**src/rtl/mux_ab_bus_sequencer.sv**
```systemverilog
// Round-robin arbiter/sequencer for the registered A/B source mux feeding the register-file write path.
// Grants one of four requesters, waits SETTLE cycles for the mux output, then strobes WriteEn/Ack.
module mux_ab_bus_sequencer #(
  parameter int unsigned SETTLE = 1
) (
  input  logic       clock,
  input  logic       reset_n,
  input  logic [3:0] Req,
  output logic [1:0] MuxSel,
  output logic       WriteEn,
  output logic [3:0] Ack,
  output logic       Busy
);

  localparam int unsigned NREQ  = 4;
  localparam int unsigned IDX_W = 2;
  localparam int unsigned CNT_W = 4;

  typedef enum logic [1:0] {
    IDLE   = 2'd0,
    SELECT = 2'd1,
    WRITE  = 2'd2
  } state_e;

  state_e             state_q, state_d;
  logic [IDX_W-1:0]   g_q, g_d;
  logic [IDX_W-1:0]   p_q, p_d;
  logic [CNT_W-1:0]   cnt_q, cnt_d;
  logic [IDX_W-1:0]   mux_sel_q, mux_sel_d;
  logic               write_en_q, write_en_d;
  logic [NREQ-1:0]    ack_q, ack_d;
  logic               busy_q, busy_d;

  logic [NREQ-1:0]    grant_oh_c;
  logic [NREQ-1:0]    cand_c;
  logic               pick_found_c;
  logic [IDX_W-1:0]   pick_idx_c;

  // First set bit of cand scanning upward from ptr with wrap; result is {found, index}.
  function automatic logic [IDX_W:0] rr_pick(input logic [NREQ-1:0] cand,
                                             input logic [IDX_W-1:0] ptr);
    logic [IDX_W:0]   res;
    logic [IDX_W-1:0] idx;
    res = '0;
    for (int k = NREQ - 1; k >= 0; k--) begin
      idx = ptr + IDX_W'(k);
      if (cand[idx]) res = {1'b1, idx};
    end
    return res;
  endfunction

  // The requester being acknowledged is masked out of the WRITE-cycle arbitration.
  always_comb begin
    grant_oh_c = NREQ'(1) << g_q;
    cand_c     = (state_q == WRITE) ? (Req & ~grant_oh_c) : Req;
    {pick_found_c, pick_idx_c} = rr_pick(cand_c, p_q);
  end

  // State register and registered datapath/outputs.
  always_ff @(posedge clock) begin
    if (!reset_n) begin
      state_q    <= IDLE;
      g_q        <= '0;
      p_q        <= '0;
      cnt_q      <= '0;
      mux_sel_q  <= '0;
      write_en_q <= 1'b0;
      ack_q      <= '0;
      busy_q     <= 1'b0;
    end else begin
      state_q    <= state_d;
      g_q        <= g_d;
      p_q        <= p_d;
      cnt_q      <= cnt_d;
      mux_sel_q  <= mux_sel_d;
      write_en_q <= write_en_d;
      ack_q      <= ack_d;
      busy_q     <= busy_d;
    end
  end

  // Next-state logic.
  always_comb begin
    state_d = state_q;
    unique case (state_q)
      IDLE:    if (pick_found_c) state_d = SELECT;
      SELECT:  if (cnt_q == '0) state_d = WRITE;
      WRITE:   state_d = pick_found_c ? SELECT : IDLE;
      default: state_d = IDLE;
    endcase
  end

  // Next values of the grant, pointer, settle counter and registered outputs.
  always_comb begin
    g_d        = g_q;
    p_d        = p_q;
    cnt_d      = cnt_q;
    mux_sel_d  = mux_sel_q;
    write_en_d = 1'b0;
    ack_d      = '0;
    busy_d     = busy_q;
    unique case (state_q)
      IDLE, WRITE: begin
        if (pick_found_c) begin
          g_d       = pick_idx_c;
          mux_sel_d = pick_idx_c;
          p_d       = pick_idx_c + IDX_W'(1);
          cnt_d     = CNT_W'(SETTLE - 1);
          busy_d    = 1'b1;
        end else begin
          busy_d    = 1'b0;
        end
      end
      SELECT: begin
        if (cnt_q == '0) begin
          write_en_d = 1'b1;
          ack_d      = grant_oh_c;
        end else begin
          cnt_d      = cnt_q - CNT_W'(1);
        end
      end
      default: begin
        busy_d = 1'b0;
      end
    endcase
  end

  assign MuxSel  = mux_sel_q;
  assign WriteEn = write_en_q;
  assign Ack     = ack_q;
  assign Busy    = busy_q;

endmodule

```
**config.mk**
```make
export PLATFORM = sky130hd
export DESIGN_NAME = mux_ab_bus_sequencer
export DESIGN_NICKNAME = d
export VERILOG_FILES = /design/src/rtl/mux_ab_bus_sequencer.sv
export SDC_FILE = /design/constraint.sdc
export NUM_CORES = 1
export LEC_CHECK = 0
export BUFFER_PORTS_ARGS = -buffer_cell sky130_fd_sc_hd__buf_4
export CORE_MARGIN = 1.5
export CORE_UTILIZATION = 35
export DETAILED_ROUTE_END_ITERATION = 8
export PLACE_DENSITY = 0.57
export SETUP_SLACK_MARGIN = 0.02
export SLEW_MARGIN = 20
export SYNTH_ARGS = -nofsm -noshare
export SYNTH_HDL_FRONTEND = slang
export SYNTH_SLANG_ARGS = --single-unit
export TNS_END_PERCENT = 1
```
**constraint.sdc**
```tcl
create_clock -name clock -period 2.2 [get_ports clock]
set_clock_uncertainty 0.1 [all_clocks]
set_input_delay 0.22 -clock clock [delete_from_list [all_inputs] [get_ports clock]]
set_output_delay 0.22 -clock clock [all_outputs]
set_load 0.005 [all_outputs]
```
==> results of run 1 <==
==> layout make-up <==
| type | instances | area, µm² | area share |
|---|---|---|---|
| timing repair buffer | 17 | 127.6 | 0.1285 |
| tap | 28 | 35.03 | 0.03526 |
| multi-input combinational | 63 | 455.4 | 0.4584 |
| sequential | 16 | 320.3 | 0.3224 |
| inverter | 5 | 18.77 | 0.01889 |
| clock buffer | 4 | 36.28 | 0.03652 |
==> cell usage in the layout (no fill, tap or decap), drive strengths merged, types with 2 or more instances in the layout <==
cell type,instances
xnor2,2
and2b,2
nor3,3
nand2,9
nand4bb,2
nor4b,2
and3,5
nor2,6
a211oi,2
a22oi,2
nor3b,2
a21boi,4
o21ai,2
dfxtp,16
clkbuf,4
a31oi,2
a32o,2
ha,2
inv,5
buf,17
==> where the power goes <==
group | leakage [µW] | internal (µW) | switching [µW] | total (µW)
clock network | 0.0000210 | 101 | 89.9 | 191
registers | 0.000131 | 307 | 12.6 | 320
logic | 0.000284 | 66.2 | 63.0 | 129
==> stage by stage <==
stage | std cells | worst slack [ps] | utilization
after floorplan | 87 | 233.5 | -
after global routing | 133 | 25.54 | 0.4365
after global placement | 129 | 247.4 | 0.4200
final | 133 | 217.6 | 0.4365
after detailed placement | 129 | 224.6 | 0.4200
after CTS | 133 | 210.9 | 0.4360
==> worst paths after layout <==
kind                            from                    end  slack [ps]  depth (start not counted)
max reg2reg  state_q[0]$_SDFFE_PN0P_    p_q[1]$_SDFFE_PN0P_         220                          5
max          state_q[0]$_SDFFE_PN0P_    p_q[1]$_SDFFE_PN0P_         220                          5
min                          reset_n  cnt_q[0]$_SDFFE_PN0P_         110                          2
min reg2reg        Busy$_SDFFE_PN0N_      Busy$_SDFFE_PN0N_         370                          2
==> worst reg2reg max path: cells and delay by family (launching register included) <==
| family | cells | cell delay, ps |
|---|---|---|
| flops | 1 | 320 |
| simple gates | 3 | 850 |
| compound gates | 2 | 600 |
==> metal layers <==
metal	part of all wire	global-route usage
met5	0	0
met4	0.016	0.05556
met3	0.057	0.06571
met2	0.45	0.2229
met1	0.47	0.1475
==> cell families (layout without fill, tap and decap cells) <==
family	count (synthesis)	count (layout)
AO/OA/AOI/OAI	19	19
flip-flops	16	16
XOR/XNOR	2	2
AND/OR/NAND/NOR	40	40
adder cells (fa/ha/maj)	2	2
buffers and inverters	8	26
==> sequential cells by signal, indices dropped and copies added (netlist names) <==
register / count
Busy: 1
p_q: 2
state_q: 2
Ack: 4
WriteEn: 1
MuxSel: 2
cnt_q: 4
==> what timing repair did <==
item / in CTS / in global routing
hold buffers: 0 / 0
resized for setup: 0 / 1
endpoints found under the setup margin: 0 / 1
==> impl_results.md, run 1 <==
- Worst Setup End Kind: register
- PnR Total Power: 640.0 µW
- Starting density of the core: 0.3788
- CP bufs+invs: 0
- Core ar.: 2276 µm²
- Most frequent cells after synthesis: 16 x dfxtp_1, 9 x nand2_1, 6 x nor2_1
- DP Wirelength: 1.240 mm
- Largest net degree at the start of global routing: 12
- Worst EP required: 2280 ps
- Crit path arrival time: 2070 ps
- Simple-gate portion of the synthesized area: 0.2990
- Post-Syn Instances: 87
- Hold Fails Final Rpt: 0
- Initial DRC Count: 11
- Clk buf depth: 2
- CP startpoint kind: register
- Crit Path Category: register to register
- Sequential area share after synthesis: 0.3716
- Yosys top cell area share: 0.3716
- Cell variety after synth: 38
- CP cell instances: or4b_4 -> a32o_2 -> a311oi_2 -> and4_1 -> nor3_2
- Post-Syn Nets: 95
- Post-synthesis mux area share: 0
- Final setup viols: 0
- XOR/XNOR share of the synthesized area: 0.02032
- Vias per Instance: 5.173
- Routed Antenna Nets: 0
- Fin nets: 114
- Die W: 52.63 µm
- Worst hold slack: 115.0 ps
- Slew headroom: 0.7327
- Main combinational cell family by area after synthesis: simple AND/OR/NAND/NOR gates
- Antenna diodes: 0
- Synth Flop Type: dfxtp_1
- Slew @ Worst Pin: 399.1 ps
- CTS tree: yes
- Period utilization: 0.9011
- Max-cap viol count: 0
- RSZ-0062 raised after global routing: false
- Most numerous cell in the Yosys netlist: dfxtp_1
- FF+latch count, synth: 16
- Slew Viols, Final: 0
- Reg clk slew, reported paths: 90 ps
- Pleak: 0.0004358 µW
- DRC Markers: 0
- Status: finished, final reports clean
- Post-synthesis compound-gate area fraction: 0.1785
- Synthesis-to-finish area growth: 15.24%
- IO buf count: 13
- Post-synth top area cell: dfxtp_1
- Die H: 52.63 µm
- Total CTS buffers: 3
- DRT Pass-1 Iters: 3
- Cell area after placement: 955.9 µm²
- Share of layout cells above drive strength 1: 0.2857
- Total number of yosys warnings: 0
- First-pass GRT wire length: 2.691 mm
- Post-layout min period: 1982 ps
- Worst path max stage delay: 550 ps
- Syn Std Cell Area: 862.1 µm²
- Via Count: 688
- IO Pins: 14
- Fmax: 504.4 MHz
- Setup TNS: 0 ps
- Setup Fix Bufs, Post-CTS: 0
- Initial antenna violation count: 0
- H-tree lvl count: 1
- Delay-heaviest family, CP: simple AND/OR/NAND/NOR gates
- Placer Congestion: 0.8275
- Pwr/cell area: 644.3 nW/µm²
- Crit path max fanout: 4
- Vias in the first global route: 660
- Number of synthesized flops with an enable pin: 0
- Final wirelength: 1.583 mm
- Peak supply drop: 407.9 µV
- Wire per inst: 11.90 µm
- Final Cell Area: 993.5 µm²
- Layout fillers: 218
- Slowest CP cell: or4b_4
- CTS root buf: clkbuf_4
- Async S/R FF share, synth: 0
- Remaining Overflow, GRT: 0
- Mean area per synthesized cell: 9.909 µm²
- Top cells by area, synth: dfxtp_1 37%, bufbuf_16 7.5%, nand2_1 3.9%
- Clock Sinks: 16
- Row count: 17
- Die ar.: 2770 µm²
- GRT Overall Usage: 0.1356
- Hold/Removal Path Class: input pin to register
- Latest clock arrival within the worst-skew pair: 290 ps
- Adder-Cell Fraction of Synth Area: 0.02903
Note: power is estimated with default switching activity, not from simulation.
==> run 2: changes to the inputs <==
PLACE_DENSITY = 0.54   (was 0.57)
==> impl_results.md, run 2 (synthesis gave the netlist of run 1 again) <==
- Status: finished, final reports clean
- Vias per Instance: 5.348 (+3.4%)
- Hold buffer count at CTS: 0 (unchanged)
- Initial DRC Count: 5 (-6)
- Reg clk slew, reported paths: 80 ps (about the same)
- Worst EP required: 2280 ps (about the same)
- Antenna diodes: 0 (unchanged)
- Die H: 52.63 µm (unchanged)
- Synthesis-to-finish area growth: 13.50%
- Multi-input logic area: 454.2 µm² (-0.27%)
- Setup Fix Bufs, Post-CTS: 0 (unchanged)
- Wire per inst: 11.67 µm (-1.9%)
- Share of layout cells above drive strength 1: 0.2788 (-0.006868)
- Crit path arrival time: 2070 ps (about the same)
- Via Count: 706 (+2.6%)
- Pwr/cell area: 609.0 nW/µm² (-5.5%)
- Most frequent cells in the layout: 17 x buf_4, 16 x dfxtp_1, 9 x nand2_1
- First-pass GRT wire length: 2.428 mm (-9.8%)
- PnR Total Power: 595.9 µW (-6.9%)
- Final wirelength: 1.541 mm (-2.7%)
- CP startpoint kind: register
- Reg-to-Reg Start: state_q[0]$_SDFFE_PN0P_
- Post-CTS sizing: 0 (unchanged)
- Core ar.: 2276 µm² (unchanged)
- Setup TNS: 0 ps (unchanged)
- H-tree lvl count: 1 (unchanged)
- Slowest CP cell: or4b_4
- Row count: 17 (unchanged)
- Total CTS buffers: 3 (unchanged)
- Die W: 52.63 µm (unchanged)
- Slew @ Worst Pin: 393.5 ps (-5.574 ps)
- Vias in the first global route: 573 (-13%)
- Latest clock arrival within the worst-skew pair: 280 ps (about the same)
- Final setup viols: 0 (unchanged)
- Hold Fails Final Rpt: 0 (unchanged)
- Hold/Removal Path Class: input pin to register
- DRC Markers: 0 (unchanged)
- Remaining Overflow, GRT: 0 (unchanged)
- IO buf count: 13 (unchanged)
- Fin nets: 114 (unchanged)
- IO Pins: 14 (unchanged)
- CP cell instances: or4b_4 -> a32o_2 -> a311oi_2 -> and4_1 -> nor3_2
- Routed Antenna Nets: 0 (unchanged)
- Placer Congestion: 0.8197 (-0.94%)
- Worst Setup End Kind: register
- DP Wirelength: 1.174 mm (-5.3%)
- Max-cap viol count: 0 (unchanged)
- Fmax: 500.5 MHz (-0.77%)
- Post-layout min period: 1998 ps (+15.44 ps)
- Slew headroom: 0.7364 (+0.003733)
- Largest net degree at the start of global routing: 12 (unchanged)
- CTS tree: yes
- Crit path max fanout: 4 (unchanged)
- GRT Overall Usage: 0.1235 (-0.01207)
- Starting density of the core: 0.3788 (unchanged)
- DRT Pass-1 Iters: 3 (unchanged)
- Worst path max stage delay: 550 ps (about the same)
- Layout fillers: 217 (-0.46%)
- Slew Viols, Final: 0 (unchanged)
- Pleak: 0.0004285 µW (-1.7%)
- CP bufs+invs: 0 (unchanged)
- FF+latch area: 320.3 µm² (unchanged)
- Min-delay src: reset_n
- Die ar.: 2770 µm² (unchanged)
- Delay-heaviest family, CP: simple AND/OR/NAND/NOR gates
- Period utilization: 0.9081 (+0.007018)
- Worst Setup SP: state_q[0]$_SDFFE_PN0P_
- Clock Sinks: 16 (unchanged)
- Commonest non-fill, non-tap cell in the layout: buf_4
- Clk buf depth: 2 (unchanged)
- Initial antenna violation count: 0 (unchanged)
- CTS root buf: clkbuf_4
- Peak supply drop: 332.0 µV (-19%)
- RSZ-0062 raised after global routing: false
- Crit Path Category: register to register
run 2: path summary, 6_finish.rpt:
kind | slack [ps] | depth (start not counted) | end
hold / removal | 130 | 2 | cnt_q[0]$_SDFFE_PN0P_
setup / recovery | 200 | 5 | p_q[1]$_SDFFE_PN0P_
hold reg to reg | 380 | 2 | Busy$_SDFFE_PN0N_
setup reg to reg | 200 | 5 | p_q[1]$_SDFFE_PN0P_
run 2: report_power, final:
group | total, µW | switching [µW] | internal, µW
Sequential | 320 | 12.3 | 307
Combinational | 129 | 63.2 | 65.9
Clock | 147 | 83.4 | 63.6
run 2: area by class of cell:
cell class                      count  area share
Tap cell                           28     0.03581
Inverter                            5     0.01918
Multi-Input combinational cell     63      0.4642
Clock buffer                        3     0.02302
Timing Repair Buffer               17      0.1304
Sequential cell                    16      0.3274
run 2: per-layer routing:
metal  track usage  part of all wire
met4       0.05128             0.018
met5             0                 0
met2        0.1813              0.42
met3       0.05143             0.055
met1        0.1574              0.50
run 2: worst register-to-register path, stage by stage, from the launching register on:
cell and delay [ps]:
dfxtp_1 320, or4b_4 550, a32o_2 290, a311oi_2 340
and4_1 250, nor3_2 50
run 2: through the flow:
stage            util  instance area (µm²)  instances  setup WS [ps]  hold WS, ps
5_1_grt        0.4299                978.4        132          129.7        121.2
2_1_floorplan       -                862.1         87          233.5        334.9
3_3_place_gp   0.4200                955.9        129          255.9        354.4
6_report       0.4299                978.4        132          202.1        128.2
4_1_cts        0.4299                978.4        132          214.4        113.6
3_5_place_dp   0.4200                955.9        129          236.6        365.3
